**config.mk**
```make
export PLATFORM = sky130hd
export DESIGN_NAME = seg_scan_driver
export DESIGN_NICKNAME = d
export VERILOG_FILES = /design/src/rtl/seg_scan_driver.sv
export SDC_FILE = /design/constraint.sdc
export NUM_CORES = 1
export LEC_CHECK = 0
export BUFFER_PORTS_ARGS = -buffer_cell sky130_fd_sc_hd__buf_2
export CORE_MARGIN = 3
export CORE_UTILIZATION = 40
export DETAILED_ROUTE_END_ITERATION = 10
export PLACE_DENSITY = 0.71
export SETUP_SLACK_MARGIN = 0.1
export SLEW_MARGIN = 5
export SYNTH_ARGS = -nofsm -noshare
export SYNTH_HDL_FRONTEND = slang
export SYNTH_SLANG_ARGS = --single-unit
```
**constraint.sdc**
```tcl
create_clock -name Clock -period 2.5 [get_ports Clock]
set_input_delay 0.5 -clock Clock [delete_from_list [all_inputs] [get_ports Clock]]
set_output_delay 0.5 -clock Clock [all_outputs]
set_load 0.01 [all_outputs]
```
**src/rtl/seg_scan_driver.sv**
```systemverilog
// Four-digit multiplexed 7-segment scan driver.
// Scans digits 0..3 in SCAN_DIV-clock slots. Each slot starts with BLANK_CYCLES
// clocks of dead time. New data is staged in a shadow copy and promoted to the
// active copy only at a frame boundary, so a frame never mixes old and new data.
module seg_scan_driver #(
  parameter int SCAN_DIV     = 256,
  parameter int BLANK_CYCLES = 4
) (
  input  logic        Clock,
  input  logic        Reset,
  input  logic        Load,
  input  logic [15:0] Value,
  input  logic [3:0]  DPIn,
  input  logic [3:0]  BlankIn,
  input  logic        LZS,
  output logic        Pending,
  output logic        FrameStart,
  output logic        SegA,
  output logic        SegB,
  output logic        SegC,
  output logic        SegD,
  output logic        SegE,
  output logic        SegF,
  output logic        SegG,
  output logic        DP,
  output logic [3:0]  nDigit
);

  localparam int              PW      = $clog2(SCAN_DIV);
  localparam logic [PW-1:0]   P_LAST  = PW'(SCAN_DIV - 1);
  localparam logic [PW-1:0]   P_BLANK = PW'(BLANK_CYCLES);
  // Packed display record: {lzs, blank[3:0], dp[3:0], value[15:0]}.
  // The reset value keeps every digit blanked until the first apply.
  localparam logic [24:0]     DATA_RST = {1'b0, 4'hF, 4'h0, 16'h0000};

  logic [PW-1:0] p_q, p_d;
  logic [1:0]    s_q, s_d;
  logic [24:0]   sh_q, sh_d, act_q, act_d;
  logic          pend_q, pend_d;
  logic [3:0]    nd_q, nd_d;
  logic [6:0]    seg_q, seg_d;   // {g,f,e,d,c,b,a}
  logic          dp_q, dp_d;
  logic          fs_q, fs_d;

  logic [24:0]   in_pkt;
  logic          boundary;
  logic [15:0]   act_val;
  logic [3:0]    act_dp, act_blk, sup, digit;
  logic          act_lzs;

  assign in_pkt  = {LZS, BlankIn, DPIn, Value};
  assign act_val = act_q[15:0];
  assign act_dp  = act_q[19:16];
  assign act_blk = act_q[23:20];
  assign act_lzs = act_q[24];
  assign digit   = act_val[{s_q, 2'b00} +: 4];

  function automatic logic [6:0] hex_dec(input logic [3:0] h);
    logic [6:0] r;
    case (h)
      4'h0: r = 7'h3F;  4'h1: r = 7'h06;  4'h2: r = 7'h5B;  4'h3: r = 7'h4F;
      4'h4: r = 7'h66;  4'h5: r = 7'h6D;  4'h6: r = 7'h7D;  4'h7: r = 7'h07;
      4'h8: r = 7'h7F;  4'h9: r = 7'h6F;  4'hA: r = 7'h77;  4'hB: r = 7'h7C;
      4'hC: r = 7'h39;  4'hD: r = 7'h5E;  4'hE: r = 7'h79;  default: r = 7'h71;
    endcase
    return r;
  endfunction

  // Leading-zero suppression chain: a digit is suppressed only when it is zero
  // and every digit to its left is suppressed; digit 0 always shows.
  always_comb begin
    sup    = '0;
    sup[3] = act_lzs & (act_val[15:12] == 4'h0);
    sup[2] = sup[3]  & (act_val[11:8]  == 4'h0);
    sup[1] = sup[2]  & (act_val[7:4]   == 4'h0);
  end

  // Prescaler/slot counters and shadow/active data handoff.
  always_comb begin
    boundary = (s_q == 2'd3) && (p_q == P_LAST);
    p_d      = (p_q == P_LAST) ? '0 : p_q + 1'b1;
    s_d      = (p_q == P_LAST) ? s_q + 2'd1 : s_q;
    sh_d     = Load ? in_pkt : sh_q;
    act_d    = act_q;
    pend_d   = pend_q | Load;
    if (boundary) begin
      // A load coinciding with the boundary goes straight to the display.
      act_d  = Load ? in_pkt : sh_q;
      pend_d = 1'b0;
    end
  end

  // Registered display outputs derived from the current slot position.
  always_comb begin
    nd_d  = 4'hF;
    seg_d = '0;
    dp_d  = 1'b0;
    fs_d  = (s_q == 2'd0) && (p_q == '0);
    if (p_q >= P_BLANK) begin
      nd_d = ~(4'b0001 << s_q);
      if (!act_blk[s_q]) begin
        dp_d = act_dp[s_q];
        if (!sup[s_q]) seg_d = hex_dec(digit);
      end
    end
  end

  // State registers; reset darkens the display immediately.
  always_ff @(posedge Clock or posedge Reset) begin
    if (Reset) begin
      p_q    <= '0;
      s_q    <= '0;
      sh_q   <= DATA_RST;
      act_q  <= DATA_RST;
      pend_q <= 1'b0;
      nd_q   <= 4'hF;
      seg_q  <= '0;
      dp_q   <= 1'b0;
      fs_q   <= 1'b0;
    end else begin
      p_q    <= p_d;
      s_q    <= s_d;
      sh_q   <= sh_d;
      act_q  <= act_d;
      pend_q <= pend_d;
      nd_q   <= nd_d;
      seg_q  <= seg_d;
      dp_q   <= dp_d;
      fs_q   <= fs_d;
    end
  end

  assign Pending    = pend_q;
  assign FrameStart = fs_q;
  assign nDigit     = nd_q;
  assign DP         = dp_q;
  assign SegA       = seg_q[0];
  assign SegB       = seg_q[1];
  assign SegC       = seg_q[2];
  assign SegD       = seg_q[3];
  assign SegE       = seg_q[4];
  assign SegF       = seg_q[5];
  assign SegG       = seg_q[6];

endmodule

```
# [Word-level counts from Yosys, hierarchy flattened]
# Memory sizes are Yosys's and may differ from the RTL's.
# Index checks and enable logic that the tools add are counted.
[word_totals] ff_bits=74 rom_bits=112 in_bits=28 wordCells=45 mem_count=1
[classes] add_sub_neg=2 order_cmp=2 n_eq_ne=2 shift=2 n_mux=15 bitwise=5 n_reduce_logical=7
[memory_table] memory="(no name shown)" words=16 width=7 rd=1 rd_ports_with_merged_regs=0 write_ports=0 line="60" text="case (h)"
[ops] cell="$mux W25" n=1
[ops] cell="$mux W7" n=3
[ops] cell="$shiftx A16 B5 Y4" n=1
[ops] cell="$logic_not A4 Y1" n=3
[ops] cell="$add A8 B1 Y8 const B" n=1
[ops] cell="$eq A8 B8 Y1 const B" n=1
[ops] cell="$ge A8 B3 Y1 const B" n=1
[ops] cell="$logic_not A8 Y1" n=1
[ops] cell="$mux W8" n=1
[ops] cell="$bmux W1 S2" n=3
[ops] cell="$mux W1" n=6
[ops] cell="$mux W4" n=1
[ops] cell="$not A4 Y4" n=1
[ops] cell="$shl A1 B2 Y4 const A" n=1
[ops] cell="$and A1 B1 Y1" n=3
[ops] cell="$lt A2 B3 Y1 const B" n=1
[ops] cell="$add A2 B1 Y2 const B" n=1
[ops] cell="$eq A2 B2 Y1 const B" n=1
[ops] cell="$logic_and A1 B1 Y1" n=2
[ops] cell="$logic_not A2 Y1" n=1
[ops] cell="$or A1 B1 Y1" n=1

# [Longest topological paths before layout]
[depth] ltp_word=9 mapped_depth=7 mapped_depth_nobuf=6

# [Least setup slack after synthesis]
# Ideal clock, no wire load.
[synth_path] kind="reg-to-reg" from="reg s_q[0]" to="reg seg_q[3]" arrival_time_ns=1.830 required_ns=2.376 setup_slack_ns=0.546 path_stages_with_launch=8 synth_period_minus_slack_ns=1.954 path_cell_list="dfrtp_1 > buf_6 > mux4_1 > inv_1 > ha_1 > nand2b_1 > o211ai_1 > a21oi_1"
[synth_via] elab_chain_len=5 word_cells_on_any_way=9
[synth_lines] element="from (decl)" line="37" text="logic [1:0] s_q, s_d;"
[synth_lines] element="from (signal assigned)" line="112" text="s_q <= '0;"
[synth_lines] element="from (signal assigned)" line="122" text="s_q <= s_d;"
[synth_lines] element="$shiftx A16 B5 Y4 / $bmux W1 S2 (equally long branches)" line="56, 103"
[synth_lines] element="$mem_v2 Z16 W7 / $mux W1 (equally long branches)"
[synth_lines] element="$mux W7" line="103" text="if (!sup[s_q]) seg_d = hex_dec(digit);"
[synth_lines] element="$mux W7 *" line="101" text="if (!act_blk[s_q]) begin"
[synth_lines] element="$mux W7 *" line="99" text="if (p_q >= P_BLANK) begin"
[synth_lines] element="net seg_d[3]" line="41" text="logic [6:0] seg_q, seg_d;"
[synth_lines] element="to (signal assigned)" line="127" text="seg_q <= seg_d;"
[synth_lines] element="to (decl)" line="41"
# The timed path passes the listed nets; every way through them passes the cells marked *. The select of a mux whose other input is x is not followed.
# A chain may end at the register's enable or synchronous reset.

# [Final worst setup path]
[layout_path] from="reg s_q[0]" to="reg seg_q[0]"
# Same word-level chain as after synthesis.

==> flow_summary.json <==
{
  "synth_cells": 233,
  "yosysMostFrequentCell": "dfrtp_1",
  "cellPowerDensity_nw_per_um2": 641,
  "fp.coreArea_um2": 7850,
  "clk_path_buf_depth": 2,
  "cts_tree": "built",
  "timing.final.crit_share_pct": 87.4,
  "skew_ns": 0.0113,
  "ant_nets": 0,
  "fin_nets": 318,
  "hold_viol": 0,
  "wl_um": 5510,
  "ys_top_cells_by_area": "dfrtp_1 47%, mux2_2 17%, dfstp_2 9.6%, ha_1 4.6%, mux4_2 2.7%",
  "drv_slew": 0,
  "crit_path_start_kind": "flop",
  "final_core_util_pct": 48.6,
  "synth_largest_area_cell": "dfrtp_1",
  "fillCellCount": 734,
  "ir_drop_mv": 0.388,
  "seq_area_um2": 1870,
  "multiInputGateArea_um2": 1340,
  "arrival_ns": 2.40,
  "gr-total-overflow": 0,
  "reg2reg_depth": 6,
  "htreeDepth": 3,
  "finalSetupViolations": 0,
  "endpoint_kind": "flop",
  "synth-edff-count": 0,
  "antenna_found_initial": 0,
  "max_freq_mhz": 458,
  "synth_commonest_cells": "62 x dfrtp_1, 49 x mux2_2, 12 x dfstp_2, 12 x ha_1",
  "cts_sinks": 74,
  "synth_flop_cell": "dfrtp_1",
  "synth_top_area_share_pct": 47.0,
  "grt_pass1_vias": 1909,
  "rows": 32,
  "place.gp.congestion": 0.800,
  "slew_headroom_pct": 58.8,
  "cts_setup_buffers": 0,
  "yosysWarnings": 0,
  "worstPathRequired_ns": 2.71,
  "start_util_pct": 42.0,
  "r2r-end": "seg_q[0]",
  "rsz0062_at_grt": "no",
  "die_h_um": 96.8,
  "io_pins": 42,
  "synth.distinct_cells": 41,
  "grt_util_met1_pct": 17.6,
  "status": "completed",
  "routed_via_density": 4.85,
  "p_leak_nw": 1.72,
  "grt.total_usage_pct": 12.5,
  "top_usage_layer": "met2",
  "ys_ff_latch": 74,
  "die_area_um2": 9370,
  "drt_iter0_drc": 63,
  "tns_ns": 0,
  "drive_gt1_share_pct": 45.6,
  "post-dp-hpwl_um": 3960,
  "n_antenna_cell": 0,
  "grt_pass1_wl_um": 9320,
  "die_w_um": 96.8,
  "r2r_slack_ns": 0.31,
  "critPathKind": "flop to flop",
  "global_route.usage.met2_pct": 18.2,
  "syn2layout_area_growth_pct": 15.6,
  "route.detailed.drc": 0,
  "clock-root-buffer": "clkbuf_8",
  "grt_max_degree": 46,
  "hp-class": "input pin to async pin",
  "fin_crit_ns": 2.19,
  "io_buffers": 41,
  "dr.pass1.iters": 4,
  "cts_hold_buf": 0,
  "numCtsBuffers": 9,
  "worst_pin_slew_ns": 0.617,
  "post_drt_wl_per_cell_um": 14.3,
  "num_vias": 1869,
  "synthesis.area_um2": 3300,
  "syn-num-nets": 273,
  "synth.avg_cell_area_um2": 14.2,
  "drv_cap": 0,
  "cts-resized-gates": 0,
  "clk_pin_slew_ns": 0.08,
  "rr_startpoint": "s_q[0]",
  "synthArstFlopShare_pct": 100,
  "clkLatencyLatePin_ns": 0.34,
  "grt_use_met3_pct": 3.24,
  "yosysSeqAreaShare_pct": 56.6,
  "crit_fanout": 6
}
## power breakdown
part | internal [W] | leakage, nW | switching, W | total (W)
clock network | 0.000494 | 0.0997 | 0.000430 | 0.000924
registers | 0.00128 | 0.883 | 0.0000290 | 0.00131
logic | 0.000111 | 0.733 | 0.000105 | 0.000215
## state kept, by name, summed over array words and instances, names as in the netlist
signal	count
nDigit	4
p_q	8
Pending	1
FrameStart	1
seg_q	7
s_q	2
DP	1
act_q	25
sh_q	25
## through the flow
| stage | total power [W] | hold slack (ns) | area [µm²] | std cells | worst slack (ns) |
|---|---|---|---|---|---|
| finish | 0.00244 | 0.239 | 3810 | 385 | 0.315 |
| global route | 0.00258 | 0.276 | 3810 | 385 | 0.184 |
| CTS | 0.00248 | 0.243 | 3810 | 385 | 0.323 |
| detailed placement | 0.00155 | 0.478 | 3610 | 369 | 0.350 |
| global placement | 0.00154 | 0.480 | 3610 | 369 | 0.370 |
| floorplan | 0.00147 | 0.465 | 3300 | 233 | 0.138 |
## layout by cell type, fill, tap and decap left out, types with 4 or more instances in the layout
cell type	instances
buf_2	41
clkbuf_8	10
dfrtp_1	62
dfstp_2	12
ha_1	12
inv_1	10
mux2_2	49
mux4_2	4
nand2_1	10
nand3_1	5
nor2_1	11
o21ai_0	6
xnor2_1	6
xor2_1	4
## metal layers
| layer | routed length [µm] | vias to the layer above |
|---|---|---|
| li1 | - | 907 |
| met5 | 0 | - |
| met4 | 49 | 0 |
| met3 | 188 | 5 |
| met1 | 2740 | 919 |
| met2 | 2530 | 38 |
## layout make-up
cell class              instances  share of cell area (%)
multi-input cells             139                    35.2
clock buffers                  11                    3.71
repair buffers                 43                    6.10
clock inverters                 5                    1.67
flip-flops and latches         74                    48.9
inverters                      11                    1.08
well taps                     102                    3.35
## worst max-delay path by stage
stage	start	end	slack, ns
after floorplan	Reset	DP	0.14
after global placement	s_q[0]	seg_q[0]	0.37
after detailed placement	s_q[0]	seg_q[0]	0.35
after CTS	s_q[0]	seg_q[0]	0.32
after global routing	s_q[0]	seg_q[0]	0.18
final	s_q[0]	seg_q[0]	0.31
## worst max-delay path, cell delays in order, from the launching register on
cell and delay [ns]:
dfrtp_1 0.52, mux4_1 0.73, inv_1 0.15, ha_1 0.21
inv_1 0.10, a221oi_1 0.29, nor2_1 0.06
## kinds of logic after synthesis
kind of cell | share of synthesized area, %
AOI/OAI and AO/OA | 4.82
xor gates and xnor gates | 2.65
adders and majority gates | 4.55
buffers and inverters | 2.77
DFF | 56.6
muxes | 22.2
and+or+nand+nor | 6.45
Power figures use the tool's default switching activity.
